$ cat config.mk
export PLATFORM = sky130hd
export DESIGN_NAME = des_key_schedule
export DESIGN_NICKNAME = d
export VERILOG_FILES = /design/src/rtl/des_key_schedule.sv
export SDC_FILE = /design/constraint.sdc
export NUM_CORES = 1
export LEC_CHECK = 0
export BUFFER_PORTS_ARGS = -buffer_cell sky130_fd_sc_hd__buf_2
export CORE_MARGIN = 4
export CORE_UTILIZATION = 54
export CTS_BUF_LIST = sky130_fd_sc_hd__clkbuf_16
export CTS_CLUSTER_SIZE = 40
export DETAILED_ROUTE_END_ITERATION = 12
export GPL_ROUTABILITY_DRIVEN = 0
export HOLD_SLACK_MARGIN = 0.06
export PLACE_DENSITY = 0.81
export SETUP_SLACK_MARGIN = 0.15
export SYNTH_ARGS = -nofsm -noshare
export SYNTH_HDL_FRONTEND = slang
export SYNTH_SLANG_ARGS = --single-unit
$ cat constraint.sdc
create_clock -name Clk -period 2.8 [get_ports Clk]
set_input_delay 0.14 -clock Clk [delete_from_list [all_inputs] [get_ports Clk]]
set_output_delay 0.14 -clock Clk [all_outputs]
set_load 0.02 [all_outputs]
$ cat src/rtl/des_key_schedule.sv
`default_nettype none
// +--------------------------------------------------------------------------+
// | des_key_schedule : sequential DES round-key generator (PC-1, C/D rotate,  |
// |                    PC-2); optional KEY_PARITY_CHECK_EN byte parity check  |
// | Revision         : 1.0                                                    |
// +--------------------------------------------------------------------------+
module des_key_schedule #(
  parameter int AUTO_ADVANCE = 0
) (
  input  logic        Clk,
  input  logic        RstN,
  input  logic [63:0] KeyIn,
  input  logic        KeyLoad,
  input  logic        Decrypt,
  input  logic        RoundAdvance,
  output logic [47:0] RoundKey,
  output logic        RoundKeyValid,
  output logic [3:0]  RoundNum,
  output logic        Done
`ifdef KEY_PARITY_CHECK_EN
  ,
  output logic        ParityError
`endif
);

  typedef enum logic [1:0] {
    IDLE  = 2'd0,
    ROUND = 2'd1,
    DONE  = 2'd2
  } state_t;

  localparam int PC1_TBL [56] = '{
    57, 49, 41, 33, 25, 17,  9,  1, 58, 50, 42, 34, 26, 18,
    10,  2, 59, 51, 43, 35, 27, 19, 11,  3, 60, 52, 44, 36,
    63, 55, 47, 39, 31, 23, 15,  7, 62, 54, 46, 38, 30, 22,
    14,  6, 61, 53, 45, 37, 29, 21, 13,  5, 28, 20, 12,  4
  };

  localparam int PC2_TBL [48] = '{
    14, 17, 11, 24,  1,  5,  3, 28, 15,  6, 21, 10,
    23, 19, 12,  4, 26,  8, 16,  7, 27, 20, 13,  2,
    41, 52, 31, 37, 47, 55, 30, 40, 51, 45, 33, 48,
    44, 49, 39, 56, 34, 53, 46, 42, 50, 36, 29, 32
  };

  // Table entries are DES bit numbers (1 = MSB of the source vector).
  function automatic logic [55:0] pc1(input logic [63:0] k);
    logic [55:0] r;
    r = '0;
    for (int i = 0; i < 56; i++) r[6'(55 - i)] = k[6'(64 - PC1_TBL[i])];
    return r;
  endfunction

  function automatic logic [47:0] pc2(input logic [55:0] cd);
    logic [47:0] r;
    r = '0;
    for (int i = 0; i < 48; i++) r[6'(47 - i)] = cd[6'(56 - PC2_TBL[i])];
    return r;
  endfunction

  // SHIFTS[idx] is 1 for rounds 1, 2, 9 and 16, otherwise 2.
  function automatic logic shift_is_two(input logic [4:0] idx);
    return !(idx == 5'd1 || idx == 5'd2 || idx == 5'd9 || idx == 5'd16);
  endfunction

  function automatic logic [27:0] rotl(input logic [27:0] x, input logic two);
    return two ? {x[25:0], x[27:26]} : {x[26:0], x[27]};
  endfunction

  function automatic logic [27:0] rotr(input logic [27:0] x, input logic two);
    return two ? {x[1:0], x[27:2]} : {x[0], x[27:1]};
  endfunction

  state_t      state, state_nxt;
  logic [27:0] c_half, c_nxt;
  logic [27:0] d_half, d_nxt;
  logic [3:0]  round_num, round_nxt;
  logic        dec_mode, dec_nxt;
  logic [55:0] pc1_key;
  logic        step;
  logic        enc_two;
  logic        dec_two;

  assign pc1_key = pc1(KeyIn);
  assign step    = (AUTO_ADVANCE != 0) || RoundAdvance;
  assign enc_two = shift_is_two({1'b0, round_num} + 5'd2);
  assign dec_two = shift_is_two(5'd16 - {1'b0, round_num});

  always_ff @(posedge Clk) begin
    if (!RstN) begin
      state     <= IDLE;
      c_half    <= '0;
      d_half    <= '0;
      round_num <= '0;
      dec_mode  <= 1'b0;
    end else begin
      state     <= state_nxt;
      c_half    <= c_nxt;
      d_half    <= d_nxt;
      round_num <= round_nxt;
      dec_mode  <= dec_nxt;
    end
  end

  always_comb begin
    state_nxt = state;
    c_nxt     = c_half;
    d_nxt     = d_half;
    round_nxt = round_num;
    dec_nxt   = dec_mode;
    if (KeyLoad) begin
      // Decryption starts from C0/D0, which equal C16/D16.
      c_nxt     = Decrypt ? pc1_key[55:28] : rotl(pc1_key[55:28], 1'b0);
      d_nxt     = Decrypt ? pc1_key[27:0]  : rotl(pc1_key[27:0], 1'b0);
      round_nxt = '0;
      dec_nxt   = Decrypt;
      state_nxt = ROUND;
    end else if (state == ROUND && step) begin
      if (round_num == 4'd15) begin
        state_nxt = DONE;
      end else begin
        c_nxt     = dec_mode ? rotr(c_half, dec_two) : rotl(c_half, enc_two);
        d_nxt     = dec_mode ? rotr(d_half, dec_two) : rotl(d_half, enc_two);
        round_nxt = round_num + 4'd1;
      end
    end
  end

  assign RoundKey      = pc2({c_half, d_half});
  assign RoundKeyValid = (state == ROUND);
  assign Done          = (state == DONE);
  assign RoundNum      = round_num;

`ifdef KEY_PARITY_CHECK_EN
  logic parity_bad;
  assign parity_bad = ~(^KeyIn[63:56]) | ~(^KeyIn[55:48]) | ~(^KeyIn[47:40]) |
                      ~(^KeyIn[39:32]) | ~(^KeyIn[31:24]) | ~(^KeyIn[23:16]) |
                      ~(^KeyIn[15:8])  | ~(^KeyIn[7:0]);

  always_ff @(posedge Clk) begin
    if (!RstN)        ParityError <= 1'b0;
    else if (KeyLoad) ParityError <= parity_bad;
  end
`else
  logic unused_parity_bits;
  assign unused_parity_bits = ^{KeyIn[56], KeyIn[48], KeyIn[40], KeyIn[32],
                                KeyIn[24], KeyIn[16], KeyIn[8],  KeyIn[0]};
`endif

endmodule
`default_nettype wire

# ---- After elaboration in Yosys (flattened, before gate mapping)
# Index checks and enable logic that the tools add are counted.
dict set report totals {
  regBits 63
  latchBits 0
  mem_bits_rw 0
  rom_bits 0
  input_bits 69
  out_inout_bits 54
  word_cells 54
  mem_count 0
}
dict set report classes {
  addsub 3
  multipliers 0
  n_div 0
  order_cmp 0
  eq_ne 12
  n_shift 0
  n_mux 17
  n_bitwise 2
  reduce_logical 14
}
# op n
set ops {}
lappend ops {{two-way mux 28 bit} 13}
lappend ops {{equality test 5 x 1 -> 1 bit, second input constant} 2}
lappend ops {{equality test 5 x 2 -> 1 bit, second input constant} 2}
lappend ops {{equality test 5 x 4 -> 1 bit, second input constant} 2}
lappend ops {{equality test 5 bit, second input constant} 2}
lappend ops {{AND reduction 2 bit} 4}
lappend ops {{logical OR 1 bit} 6}
lappend ops {{adder 4 x 2 -> 5 bit, second input constant} 1}
lappend ops {{two-way mux 5 bit} 1}
lappend ops {{subtractor 5 x 4 -> 5 bit, first input constant} 1}
lappend ops {{adder 4 x 1 -> 4 bit, second input constant} 1}
lappend ops {{equality test 4 bit, second input constant} 1}
lappend ops {{nonzero test 2 bit} 2}
lappend ops {{two-way mux 1 bit} 3}
lappend ops {{equality test 2 x 1 -> 1 bit, second input constant} 1}
lappend ops {{equality test 2 bit, second input constant} 1}
lappend ops {{!= test 2 bit, second input constant} 1}
lappend ops {{NOT 1 bit} 2}
lappend ops {{OR reduction 2 bit} 1}
lappend ops {{logical AND 1 bit} 1}

# ---- Logic depth before layout (Yosys ltp)
# Gate-level depths: netlist (run 1).
dict set report depth {
  ltp_word 10
  mapped_depth 10
  ltp_nobuf 8
}

# ---- Worst setup path before layout (run 1)
# No wires, ideal clock.
dict set report synth_path {
  path_type {register to register}
  start {register round_num[1], in the netlist RoundNum[1]}
  end {register c_half[2]}
  setup_ns 0.123
  arrival_time_ns 2.333
  required_time_ns 2.677
  path_slack_ns 0.344
  path_stages_with_launch 9
  path_buffers 1
  synth_period_minus_slack_ns 2.456
  cell_sequence {dfxtp_1 > inv_1 > ha_1 > or3_1 > o311ai_2 > buf_6 > mux2_1 > a221oi_1 > nor2_1}
}
dict set report synth_between {
  elab_chain_cells 10
  word_cells_on_any_way 25
  cone_classes {add/sub (2); eq/ne (10); mux (6); reduce/logical (7)}
}
# element line
set synth_lines {}
lappend synth_lines {{from (decl)} 77} ;# logic [3:0] round_num, round_nxt;
lappend synth_lines {{from (signal assigned)} 100} ;# round_num <= round_nxt;
lappend synth_lines {{subtractor 5 x 4 -> 5 bit / adder 4 x 2 -> 5 bit (equally long branches)} {87, 86}}
lappend synth_lines {{equality test 5 x 1 -> 1 bit / equality test 5 x 2 -> 1 bit (equally long branches)} 63} ;# return !(idx == 5'd1 || idx == 5'd2 || idx == 5'd9 || idx == 5'd16);
lappend synth_lines {{logical OR 1 bit (3 in series)} 63}
lappend synth_lines {{two-way mux 28 bit (on tied branches)} {71, 67}}
lappend synth_lines {{two-way mux 28 bit} 122} ;# c_nxt = dec_mode ? rotr(c_half, dec_two) : rotl(c_half, enc_two);
lappend synth_lines {{two-way mux 28 bit} 119} ;# if (round_num == 4'd15) begin
lappend synth_lines {{two-way mux 28 bit} 118} ;# end else if (state == ROUND && step) begin
lappend synth_lines {{two-way mux 28 bit} 111} ;# if (KeyLoad) begin
lappend synth_lines {{to (signal assigned)} 98} ;# c_half <= c_nxt;
lappend synth_lines {{to (decl)} 75} ;# logic [27:0] c_half, c_nxt;
# Parallel ways exist; a longest one is shown, timed or not. The select of a mux whose other input is x is not followed.
# A chain may end at the register's enable or synchronous reset.

# ---- Worst setup path in the final report (run 1)
dict set report layout_path {
  start {register round_num[1], in the netlist RoundNum[1]}
  end {register c_half[4]}
}
# Same word-level chain as after synthesis.

==> results of run 1 <==
[report_power, final]
| group | leakage [nW] | internal, W | switching (W) | total [W] |
|---|---|---|---|---|
| logic | 1.89 | 0.000198 | 0.000259 | 0.000457 |
| registers | 0.512 | 0.000924 | 0.0000443 | 0.000968 |
| clock network | 0.146 | 0.000681 | 0.000404 | 0.00108 |
| total | 2.55 | 0.00180 | 0.000707 | 0.00251 |
[final cells by class]
class	instances	area share
clock buffer	9	0.04367
multi-input combinational	370	0.5638
clock inverter	7	0.01262
timing repair buffer	81	0.1048
tap	105	0.02547
inverter	7	0.005095
sequential	63	0.2445
[repair_timing]
item	in CTS	in global routing
cloned	0	1
endpoints found under the setup margin	2	2
pin swaps	1	0
buffers inserted	4	8
[worst max-delay path, stage by stage (launching register included)]
cell     delay (ps)
dfxtp_1         370
buf_4           160
ha_1            240
nor2_1           80
o31ai_2         310
o32a_2          630
mux2i_1         150
mux2_2          330
a21oi_2         130
[through the flow]
step             util  cells  hold slack [ps]
5_1_grt        0.6184    642            146.5
3_3_place_gp   0.5684    613            445.8
6_report       0.6184    642            115.4
2_1_floorplan       -    529            294.7
3_5_place_dp   0.5684    613            448.1
4_1_cts        0.6083    633            105.8
[logic make-up after synthesis]
family | after synthesis | share of synthesized area
and+or+nand+nor | 105 | 0.1085
adders and majority gates | 7 | 0.01862
other | 1 | 0.0007971
buffers and inverters | 97 | 0.1356
AOI/OAI and AO/OA | 102 | 0.1691
muxes | 130 | 0.2936
DFF | 63 | 0.2681
xor gates and xnor gates | 3 | 0.005586
[path summary, 6_finish.rpt]
check	from	to
setup / recovery	RoundNum[1]	c_half[4]
hold / removal	KeyIn[3]	d_half[12]
setup reg to reg	RoundNum[1]	c_half[4]
hold reg to reg	RoundNum[1]	RoundNum[1]
[sequential cells by signal (all words and copies together), names as in the netlist]
register	cells
d_half	28
dec_mode	1
RoundNum	4
c_half	28
state	2
[placed cells by master (no fill, tap or decap), types with 3 or more instances in the layout]
cell	count
mux2i_1	96
dfxtp_1	63
buf_2	52
nand3_1	40
o221ai_1	36
buf_4	24
nand2_1	23
nor2_1	22
conb_1	22
a21oi_1	18
mux2_2	14
o311ai_0	13
o21ai_0	10
mux2_4	10
mux2_1	10
clkbuf_16	9
inv_1	7
o22ai_1	7
ha_1	7
nor2b_1	6
buf_12	5
a21oi_2	4
a31oi_1	4
a221oi_1	3
clkinv_2	3
[routing by layer]
layer | wire [um] | vias to the layer above | global-route usage
met5 | 0 | - | 0
met4 | 139 | 0 | 0.06851
met3 | 717 | 12 | 0.02066
met2 | 5311 | 159 | 0.3234
met1 | 5457 | 1869 | 0.3235
li1 | - | 1899 | -
==> qor.txt, run 1 <==
Register area: 1261 sq um
Placed Area: 4741 sq um
Setup ws final: 331.0 ps
Synth Flop Type: dfxtp_1
R2r worst-path depth: 8
CP startpoint kind: flop
Sum Neg Setup Slack: 0 ps
Final WL: 11630 um
# DRC: 0
Vias: 3939
Fin. Hold Viols: 0
Final period utilization: 0.8818
N_diodes: 0
Largest net degree at the start of global routing: 46
Max Cap Viol: 0
Cell area power density: 486.6 nW/um^2
Main area contributors after synthesis: dfxtp_1, mux2i_1, buf_4, o221ai_1, nand3_1
Tot Pwr: 0.002510 W
CTS tree: yes
CTS max path bufs: 2
Status: completed
Share of the yosys chip area belonging to registers: 0.2681
Leak pwr: 2.546 nW
RSZ-0062 raised after global routing: no
Synth top area share: 0.2681
Cell variety after synth: 43
Layout cells sized above 1: 0.2495
Hold Path Cell Cnt: 3
I/O Pins: 123
DIE HEIGHT: 101.3 um
Gr usage total: 0.2155
Layout area overhead: 9.628%
CTS Buf Count: 9
Core box area: 8341 sq um
Clk Latency, worst-skew pair: 330 ps
Post-synth EDFFs: 0
Crit path DAT: 2740 ps
H-tree Lvls: 3
Mean Syn Cell Area: 9.261 sq um
Clk_skew: 9.223 ps
Crit path time final: 2469 ps
Synthesis Warnings: 0
Multi-input logic area: 2908 sq um
Post-cts hold buffer count: 0
First-pass GRT wire length: 18040 um
Fmax: 405.0 MHz
Nets: 608
Crit. End Element: flop
Fillers: 694
Most common cell in the synthesized netlist: mux2i_1
Post-DP HPWL: 7563 um
Seq cells post-synth: 63
Clock Pin Slew Worst Setup and Hold Paths: 60 ps
IO Port Bufs: 52
# rows: 33
Yosys top cell by area: dfxtp_1
GRT Residual Overflow: 0
Mapped Area: 4705 sq um
Antenna-violating nets left: 0
Crit Path Class: flop to flop
Initial antenna violation count: 0
HP Class: input pin to flop
Detailed Route Iter0 Violations: 300
Worst-margin pin slew: 697.3 ps
Vias in the first global route: 3549
Final instance area: 5157 sq um
Place WS: 121.8 ps
Peak supply drop: 389.5 uV
Drt via density: 6.136
Pre-antenna DRT Iters: 5
Initial Utilization: 0.5641
CTS sink count: 63
Die Wd: 101.3 um
Flop-to-flop setup slack: 330 ps
Post-synth top cells: mux2i_1, dfxtp_1, buf_4, nand3_1, o221ai_1
Synth Instances: 508
Asr flop ratio synth: 0
Endpoints failing setup: 0
CP required: 3070 ps
Post_cts resized: 0
Maximum fanout along the worst path: 17
Slew headroom: 0.5334
Root Buffer: clkbuf_16
Drt wl/cell: 18.11 um
Count of pins over their slew limit: 0
Full die area: 10270 sq um
Note: power is estimated with default switching activity, not from simulation.
==> run 2, diff against run 1 <==
==> constraint.sdc (replaced) <==
create_clock -name Clk -period 2.8 [get_ports Clk]
set_input_delay 0.56 -clock Clk [delete_from_list [all_inputs] [get_ports Clk]]
set_output_delay 0.56 -clock Clk [all_outputs]
set_load 0.02 [all_outputs]
==> run 2 against run 1 <==
Sequential share of layout area up 0.39 points. Largest cell class unchanged. Highest routed layer unchanged. Wire length up 0.58%. First-iteration DRC count up 13%.
==> qor.txt, run 2 (same netlist as run 1, synthesis figures left out) <==
Layout cells sized above 1: 0.2416
Gr usage total: 0.2236
Initial Utilization: 0.5641
Crit Path Class: flop to flop
Most common cell after layout, fill and taps aside: mux2i_1
Full die area: 10270 sq um
Fin. Hold Viols: 0
Grt peak-use layer: met2
Fmax: 400.7 MHz
HP Class: flop to flop
Post-DP HPWL: 7791 um
CTS tree: yes
Register area: 1261 sq um
Maximum fanout along the worst path: 18
Setup ws final: 304.3 ps
RSZ-0062 raised after global routing: no
Most frequent cells in the layout: mux2i_1, dfxtp_1, buf_2
Clock Pin Slew Worst Setup and Hold Paths: 50 ps
Dpl cells: 616
Place WS: -19.06 ps
# DRC: 0
Largest net degree at the start of global routing: 38
Nets: 605
Vias in the first global route: 3697
Clk Latency, worst-skew pair: 330 ps
Leak pwr: 2.511 nW
Vias: 4024
Worst-margin pin slew: 638.8 ps
DIE HEIGHT: 101.3 um
CTS Buf Count: 9
Cell area power density: 485.7 nW/um^2
Status: completed
Fillers: 698
N_diodes: 0
CP required: 3000 ps
Antenna-violating nets left: 0
Drt via density: 6.297
Met1 Use GR: 0.3267
Multi-input logic area: 2908 sq um
Clk_skew: 6.267 ps
Count of pins over their slew limit: 0
Final WL: 11690 um
Non-filler cells, final: 639
CTS sink count: 63
GRT Residual Overflow: 0
CTS max path bufs: 2
Crit path time final: 2496 ps
Drt wl/cell: 18.30 um
Detailed Route Iter0 Violations: 338
Layout area overhead: 7.899%
H-tree Lvls: 3
# rows: 33
Post_cts resized: 0
Pre-antenna DRT Iters: 5
Met2 global-route usage: 0.3340
Endpoints failing setup: 0
First-pass GRT wire length: 18770 um
Grt met3 use: 0.03030
Crit. End Element: flop
Crit path DAT: 2690 ps
Root Buffer: clkbuf_16
Die Wd: 101.3 um
Peak supply drop: 283.2 uV
Max Cap Viol: 0
Core box area: 8341 sq um
Final period utilization: 0.8913
CP startpoint kind: flop
IO Port Bufs: 52
I/O Pins: 123
Slew headroom: 0.5741
Initial antenna violation count: 0
[run 2: cell type report]
cell class | count | share of cell area
Inverter | 7 | 0.005176
Clock inverter | 7 | 0.01109
Multi-Input combinational cell | 370 | 0.5728
Tap cell | 105 | 0.02588
Clock buffer | 9 | 0.04437
Sequential cell | 63 | 0.2485
Timing Repair Buffer | 78 | 0.09219
[run 2: final timing paths]
path | startpoint | end | slack (ps) | cells after the start
setup / recovery | RoundNum[1] | d_half[9] | 300 | 8
hold / removal | state[1] | state[1] | 520 | 2
setup reg to reg | RoundNum[1] | d_half[9] | 300 | 8
hold reg to reg | state[1] | state[1] | 520 | 2
[run 2: worst max-delay path, stage by stage, from the launching register on]
cell and delay (ps):
dfxtp_1 340, inv_1 110, ha_1 240, nand2_1 80
nor3_1 350, o32a_2 670, mux2_4 350, o22ai_1 160
nor2_1 60
[run 2: report_power, final]
| part | switching (W) | internal, W |
|---|---|---|
| sequential | 0.0000454 | 0.000924 |
| clock | 0.000389 | 0.000674 |
| combinational | 0.000254 | 0.000179 |
| total | 0.000689 | 0.00178 |
[run 2: stage by stage]
step | TNS [ps] | area [sq um] | util | hold WS [ps] | power [W]
6_report | 0 | 5076 | 0.6086 | 515.0 | 0.002466
5_1_grt | 0 | 5076 | 0.6086 | 562.1 | 0.002543
4_1_cts | 0 | 5065 | 0.6073 | 525.9 | 0.002460
3_5_place_dp | -68.37 | 4726 | 0.5666 | 502.7 | 0.001402
3_3_place_gp | 0 | 4726 | 0.5666 | 488.6 | 0.001391
2_1_floorplan | 0 | 4783 | - | 465.7 | 0.001362
[run 2: metal layers]
layer | wire (um) | share of wire
met2 | 5283 | 0.45
met1 | 5349 | 0.46
met4 | 257 | 0.022
met3 | 803 | 0.069
met5 | 0 | 0
[run 2: what timing repair did]
action | 4_1_cts | 5_1_grt
setup buffers | 6 | 0
pin swaps | 1 | 1
hold buffers | 0 | 0
gates cloned | 0 | 1
setup endpoints to repair | 35 | 12
